===== src/rtl/calc_pkg.sv =====
// calc_pkg: shared state encoding, op codes and BCD digit width for the calculator key entry
package calc_pkg;
  localparam int BCD_W = 4;
  typedef enum logic [2:0] {
    ENTER_A = 3'd0,
    SEL_OP  = 3'd1,
    ENTER_B = 3'd2,
    REQ     = 3'd3,
    WAIT    = 3'd4,
    SHOW    = 3'd5
  } state_e;
  localparam logic [1:0] OP_ADD = 2'd0;
  localparam logic [1:0] OP_SUB = 2'd1;
  localparam logic [1:0] OP_MUL = 2'd2;
  localparam logic [1:0] OP_DIV = 2'd3;
endpackage


===== src/rtl/bcd_digit_step.sv =====
// bcd_digit_step: one BCD digit incremented (inc=1) or decremented (inc=0), wrapping 9<->0
// Ports: digit in, inc selects direction, next_digit out.
module bcd_digit_step
  import calc_pkg::*;
(
  input  logic [BCD_W-1:0] digit,
  input  logic             inc,
  output logic [BCD_W-1:0] next_digit
);
  always_comb
    next_digit = inc ? ((digit == 4'd9) ? 4'd0 : digit + 4'd1)
                     : ((digit == 4'd0) ? 4'd9 : digit - 4'd1);
endmodule


===== src/rtl/calc_key_entry.sv =====
// calc_key_entry: builds BCD operands from debounced button pulses, hands them to the ALU, shows the result
// Ports: clk/rst_n; up/down/next/op/eq/clr pulses in; calc_valid/calc_ready handshake with
// operand_a/operand_b/op_code out; res_valid/res_bcd in; disp_bcd, digit_sel, state_o out.
module calc_key_entry
  import calc_pkg::*;
#(
  parameter int DIGITS = 4,
  parameter int OPS = 4,
  localparam int DSW = $clog2(DIGITS),
  localparam int W = BCD_W * DIGITS
) (
  input  logic           clk,
  input  logic           rst_n,
  input  logic           up_pulse,
  input  logic           down_pulse,
  input  logic           next_pulse,
  input  logic           op_pulse,
  input  logic           eq_pulse,
  input  logic           clr_pulse,
  output logic           calc_valid,
  input  logic           calc_ready,
  output logic [W-1:0]   operand_a,
  output logic [W-1:0]   operand_b,
  output logic [1:0]     op_code,
  input  logic           res_valid,
  input  logic [W-1:0]   res_bcd,
  output logic [W-1:0]   disp_bcd,
  output logic [DSW-1:0] digit_sel,
  output logic [2:0]     state_o
);
  localparam logic [DSW-1:0] SEL_LAST = DSW'(DIGITS - 1);
  localparam logic [1:0] OP_LAST = 2'(OPS - 1);
  state_e state_q, state_d;
  logic [W-1:0] entry_q, entry_d, operand_a_q, operand_a_d, operand_b_q, operand_b_d;
  logic [W-1:0] result_q, result_d, disp_q, disp_d;
  logic [1:0] op_code_q, op_code_d;
  logic [DSW-1:0] digit_sel_q, digit_sel_d;
  logic calc_valid_q, calc_valid_d;
  logic [BCD_W-1:0] cur_digit, stepped;
  logic ev_clr, ev_eq, ev_op, ev_next, ev_up, ev_dn;
  // Only the highest-priority pulse of a cycle becomes an event, even if the state ignores it.
  assign ev_clr  = clr_pulse;
  assign ev_eq   = eq_pulse & ~clr_pulse;
  assign ev_op   = op_pulse & ~(eq_pulse | clr_pulse);
  assign ev_next = next_pulse & ~(op_pulse | eq_pulse | clr_pulse);
  assign ev_up   = up_pulse & ~(next_pulse | op_pulse | eq_pulse | clr_pulse);
  assign ev_dn   = down_pulse & ~(up_pulse | next_pulse | op_pulse | eq_pulse | clr_pulse);
  always_comb begin
    cur_digit = '0;
    for (int i = 0; i < DIGITS; i++)
      if (i == int'(digit_sel_q)) cur_digit = entry_q[i*BCD_W +: BCD_W];
  end
  bcd_digit_step u_step (
    .digit      (cur_digit),
    .inc        (ev_up),
    .next_digit (stepped)
  );
  always_comb begin
    state_d      = state_q;
    entry_d      = entry_q;
    operand_a_d  = operand_a_q;
    operand_b_d  = operand_b_q;
    result_d     = result_q;
    op_code_d    = op_code_q;
    digit_sel_d  = digit_sel_q;
    calc_valid_d = calc_valid_q;
    disp_d = (state_q == ENTER_A || state_q == ENTER_B) ? entry_q
           : (state_q == SEL_OP) ? operand_a_q
           : (state_q == REQ || state_q == WAIT) ? operand_b_q
           : result_q;
    if (ev_clr) begin
      state_d      = ENTER_A;
      entry_d      = '0;
      operand_a_d  = '0;
      operand_b_d  = '0;
      result_d     = '0;
      op_code_d    = OP_ADD;
      digit_sel_d  = '0;
      calc_valid_d = 1'b0;
    end else begin
      case (state_q)
        ENTER_A, ENTER_B: begin
          if (ev_up || ev_dn)
            for (int i = 0; i < DIGITS; i++)
              if (i == int'(digit_sel_q)) entry_d[i*BCD_W +: BCD_W] = stepped;
          if (ev_next) digit_sel_d = (digit_sel_q == SEL_LAST) ? '0 : digit_sel_q + 1'b1;
          if (ev_op && state_q == ENTER_A) begin
            operand_a_d = entry_q;
            entry_d     = '0;
            digit_sel_d = '0;
            state_d     = SEL_OP;
          end
          if (ev_eq && state_q == ENTER_B) begin
            operand_b_d  = entry_q;
            calc_valid_d = 1'b1;
            state_d      = REQ;
          end
        end
        SEL_OP: begin
          op_code_d = ev_up ? ((op_code_q == OP_LAST) ? OP_ADD : op_code_q + 1'b1)
                    : ev_dn ? ((op_code_q == OP_ADD) ? OP_LAST : op_code_q - 1'b1)
                    : op_code_q;
          state_d = ev_next ? ENTER_B : SEL_OP;
        end
        REQ: begin
          if (calc_valid_q && calc_ready) begin
            calc_valid_d = 1'b0;
            state_d      = WAIT;
          end
        end
        WAIT: begin
          if (res_valid) begin
            result_d = res_bcd;
            state_d  = SHOW;
          end
        end
        SHOW: begin
          if (ev_op) begin
            operand_a_d = result_q;
            entry_d     = '0;
            digit_sel_d = '0;
            state_d     = SEL_OP;
          end
        end
        default: state_d = ENTER_A;
      endcase
    end
  end
  always_ff @(posedge clk or negedge rst_n) begin
    if (!rst_n) begin
      state_q      <= ENTER_A;
      entry_q      <= '0;
      operand_a_q  <= '0;
      operand_b_q  <= '0;
      result_q     <= '0;
      disp_q       <= '0;
      op_code_q    <= OP_ADD;
      digit_sel_q  <= '0;
      calc_valid_q <= 1'b0;
    end else begin
      state_q      <= state_d;
      entry_q      <= entry_d;
      operand_a_q  <= operand_a_d;
      operand_b_q  <= operand_b_d;
      result_q     <= result_d;
      disp_q       <= disp_d;
      op_code_q    <= op_code_d;
      digit_sel_q  <= digit_sel_d;
      calc_valid_q <= calc_valid_d;
    end
  end
  assign calc_valid = calc_valid_q;
  assign operand_a  = operand_a_q;
  assign operand_b  = operand_b_q;
  assign op_code    = op_code_q;
  assign disp_bcd   = disp_q;
  assign digit_sel  = digit_sel_q;
  assign state_o    = state_q;
endmodule


===== config.mk =====
export PLATFORM = sky130hd
export DESIGN_NAME = calc_key_entry
export DESIGN_NICKNAME = d
export VERILOG_FILES = /design/src/rtl/calc_pkg.sv /design/src/rtl/bcd_digit_step.sv /design/src/rtl/calc_key_entry.sv
export SDC_FILE = /design/constraint.sdc
export NUM_CORES = 1
export LEC_CHECK = 0
export CAP_MARGIN = 20
export CORE_UTILIZATION = 45
export CTS_CLUSTER_SIZE = 28
export DETAILED_ROUTE_END_ITERATION = 16
export PLACE_DENSITY_LB_ADDON = 0.08
export REMOVE_ABC_BUFFERS = 1
export SLEW_MARGIN = 20
export SYNTH_ARGS = -nofsm -noshare
export SYNTH_HDL_FRONTEND = slang
export SYNTH_HIERARCHICAL = 1
export SYNTH_SLANG_ARGS = --single-unit
export TNS_END_PERCENT = 50

===== constraint.sdc =====
create_clock -name clk -period 8 [get_ports clk]
set_clock_uncertainty 0.05 [all_clocks]
set_input_delay 1.6 -clock clk [delete_from_list [all_inputs] [get_ports clk]]
set_output_delay 1.6 -clock clk [all_outputs]
set_load 0.02 [all_outputs]

==> Implementation_results.wiki <==
{| class="wikitable"
! Metric !! Value
|-
| Power Internal || slightly above 900 µW
|-
| Number of sinks handled by clock tree synthesis || ~90
|-
| Avg WL per Cell || 20.0 µm
|-
| Placed wire-length estimate || ~8500 µm
|-
| DRT iter0 DRCs || 258
|-
| Async set-or-reset flop fraction in the synthesized netlist || 1.00
|-
| Clock group share of total power || 0.235
|-
| Number of different library cells in the post-synthesis netlist || 53
|-
| # port buffers || between 80 and 90
|-
| Number of diodes added for antenna fixing || 0
|-
| Endpoint class of the critical path || flip-flop
|-
| Number of top-level pins || a little over 80
|-
| Startpoint of the worst-slack reg-to-reg timing path || digit_sel[1]
|-
| Clock transition at the registers of the reported paths || roughly 100 ps
|-
| Cells after Synth || ~450
|-
| Worst Path Required || 8190 ps
|-
| Static Leak || approximately 2.6 nW
|-
| TNS Setup || 0 ps
|-
| Fill cell instance count of the final layout || 876
|-
| Final critical-path setup slack || around 3900 ps
|-
| Post-DR vias/cell || 6.27
|-
| Synthesized area divided by synthesized cell count || 10.4 µm²
|-
| Antenna violations before repair || 0
|-
| Cts repair resizes || 0
|-
| Initial core utilization || 0.473
|-
| Largest net degree at the start of global routing || between 70 and 80
|-
| Die Y-Extent || between 100 and 150 µm
|-
| Die area || approximately 11,000 µm²
|-
| Flop pwr share || 0.427
|-
| Detailed-routing iteration count for the pre-antenna-repair pass || 5
|-
| Net switching power of the design || roughly 470 µW
|-
| Clock latency reported for the late side of the worst-skew pair || 370 ps
|-
| Total congestion overflow || 0
|-
| Syn-to-layout area delta || 23.3%
|-
| Flip-flop cell with the highest count after synthesis || dfrtp_1
|-
| Number of storage elements in the synthesis netlist || 88
|-
| Detailed Route WL || 13,100 µm
|-
| Achievable clock frequency || around 0.25 GHz
|-
| Clock tree from TritonCTS || yes
|-
| Cell area power density || ~240 nW/µm²
|-
| Number of global-route vias before repair || about 3,900
|-
| Routability congestion estimate from global placement || about 0.93
|-
| Net total in the final layout || roughly 550
|-
| Setup repair after global routing missed its margin || false
|-
| Peak supply drop || 0.118 mV
|-
| Combinational share of power || 0.338
|-
| EDFF count, synth || 0
|-
| Fraction of final layout cells sized beyond drive strength 1 || 0.131
|-
| Number of buffers on the longest clock path || 2
|-
| Outcome || finished clean
|-
| Hold violation count in the final report || 0
|-
| Commonest non-fill, non-tap cell in the layout || dfrtp_1
|-
| Number of antenna-violating nets in the routed design || 0
|-
| Final Max Slew Viols || 0
|-
| Switching part of the total power || 0.338
|-
| CTS buffer count || 9
|-
| Actual slew at the worst max-slew pin || between 1000 and 1500 ps
|-
| Vias || 4,100
|-
| Final period util || 0.508
|-
| Row count || 36
|-
| CTS Hold Buffers Added || 0
|-
| Worst min-delay path category || flip-flop to flip-flop
|-
| Register area share after synthesis || 0.467
|-
| Commonest cells after routing, fill and taps aside || dfrtp_1, clkdlybuf4s50_1, nand2_1, a22o_1, o21ai_0
|-
| X dimension of the die || roughly 100 µm
|-
| Warning count from the yosys run || 6
|-
| Overall routing resource usage || 0.238
|-
| Number of H-tree branching levels || 3
|-
| Hold path start || operand_a[13]
|-
| Critical Path Source || eq_pulse
|-
| Element type at the critical path start || primary input
|-
| Number of remaining DRC errors || 0
|-
| Core area || about 10000 µm²
|-
| First-pass GRT wire length || 20,500 µm
|-
| Worst slew slack as a fraction of its limit || 0.238
|-
| Clock period minus worst slack || just over 4000 ps
|-
| WS Path Type || primary input to flip-flop
|-
| Arrival time of the worst setup path || between 4000 and 5000 ps
|-
| # Post-CTS Setup Buffers || 0
|-
| Max Cap Viol || 0
|-
| Post-Syn Area || ~4700 µm²
|-
| Maximum net fanout on the critical path || 16
|-
| Worst setup timing slack at the placement stage || about 3100 ps
|-
| Root Buffer || clkbuf_8
|-
| Number of failing setup endpoints in the final timing report || 0
|}
-- per-layer routing --
metal	vias up	wire, µm	GRT usage
met5	-	0	0
met4	0	323	0.0908
met3	24	775	0.0407
met2	174	5980	0.370
met1	2069	5980	0.332
li1	1833	-	-
-- metrics by stage --
stage | utilization | instance area (µm²) | instances | hold WS, ps | total power, mW
2_1_floorplan | - | 4540 | 414 | 441 | 0.886
3_3_place_gp | 0.561 | 5590 | 637 | 478 | 1.07
3_5_place_dp | 0.561 | 5590 | 637 | 484 | 1.08
4_1_cts | 0.582 | 5800 | 653 | 508 | 1.41
5_1_grt | 0.584 | 5810 | 654 | 531 | 1.47
6_report | 0.584 | 5810 | 654 | 499 | 1.40
-- worst max-delay path, cell delays in order --
cell	delay [ps]
clkdlybuf4s50_1	570
nor3b_1	470
a211o_1	280
and2_1	910
mux2_2	420
-- cell type report --
type                    count  area [µm²]  area share
clock buffers              10         138      0.0237
clock inverters             6        73.8      0.0127
inverters                  12        45.0     0.00775
multi-input cells         314        2300       0.396
flip-flops and latches     88        2200       0.379
well taps                 133         166      0.0286
repair buffers             91         886       0.152
-- kinds of logic after synthesis --
kind of cell               Yosys count  share of synthesized area
AOI/OAI and AO/OA                  139                      0.218
xor gates and xnor gates             3                    0.00558
adders and majority gates            6                     0.0159
buffers and inverters               49                     0.0452
DFF                                 88                      0.467
muxes                               35                     0.0908
and+or+nand+nor                    131                      0.157
-- final timing paths --
| path | slack [ps] | endpoint | depth (start not counted) |
|---|---|---|---|
| worst max-delay path | 3940 | operand_a[2] | 5 |
| worst min-delay path | 500 | operand_a[13] | 1 |
| worst max register to register | 4750 | entry_q[11] | 11 |
| worst min register to register | 500 | operand_a[13] | 1 |
| max in group asynchronous | 5720 | disp_bcd[12] | 2 |
| min in group asynchronous | 1040 | disp_bcd[7] | 1 |
-- cells in the mapped netlist (4+ instances only) --
cell	count	share of area
dfrtp_1	88	0.47
nand2_1	48	0.038
a22o_1	32	0.059
clkbuf_1	26	0.021
o21ai_0	26	0.028
nand3b_1	23	0.037
mux2_2	22	0.053
o22ai_1	18	0.024
o221ai_1	16	0.030
o311a_1	16	0.034
or3_1	16	0.021
a21oi_1	13	0.014
inv_1	10	0.0080
mux2_4	10	0.032
and2_1	7	0.0093
nor2_1	7	0.0056
ha_1	6	0.016
and3_1	5	0.0066
buf_2	5	0.0053
nand3_1	4	0.0042
nor2b_1	4	0.0053
o21ai_1	4	0.0042
-- sequential cells by signal, indices dropped and copies added, names as in the netlist --
register	cells
disp_bcd	16
calc_valid	1
op_code	2
digit_sel	2
operand_a	16
entry_q	16
state_o	3
result_q	16
operand_b	16
-- power groups by stage --
stage | Clock (mW) | Combinational [mW] | Sequential [mW]
2_1_floorplan | 0 | 0.246 | 0.640
3_3_place_gp | 0 | 0.463 | 0.604
3_5_place_dp | 0 | 0.470 | 0.607
4_1_cts | 0.338 | 0.474 | 0.598
5_1_grt | 0.351 | 0.510 | 0.610
6_report | 0.330 | 0.474 | 0.599
Note: power is estimated with default switching activity, not from simulation.
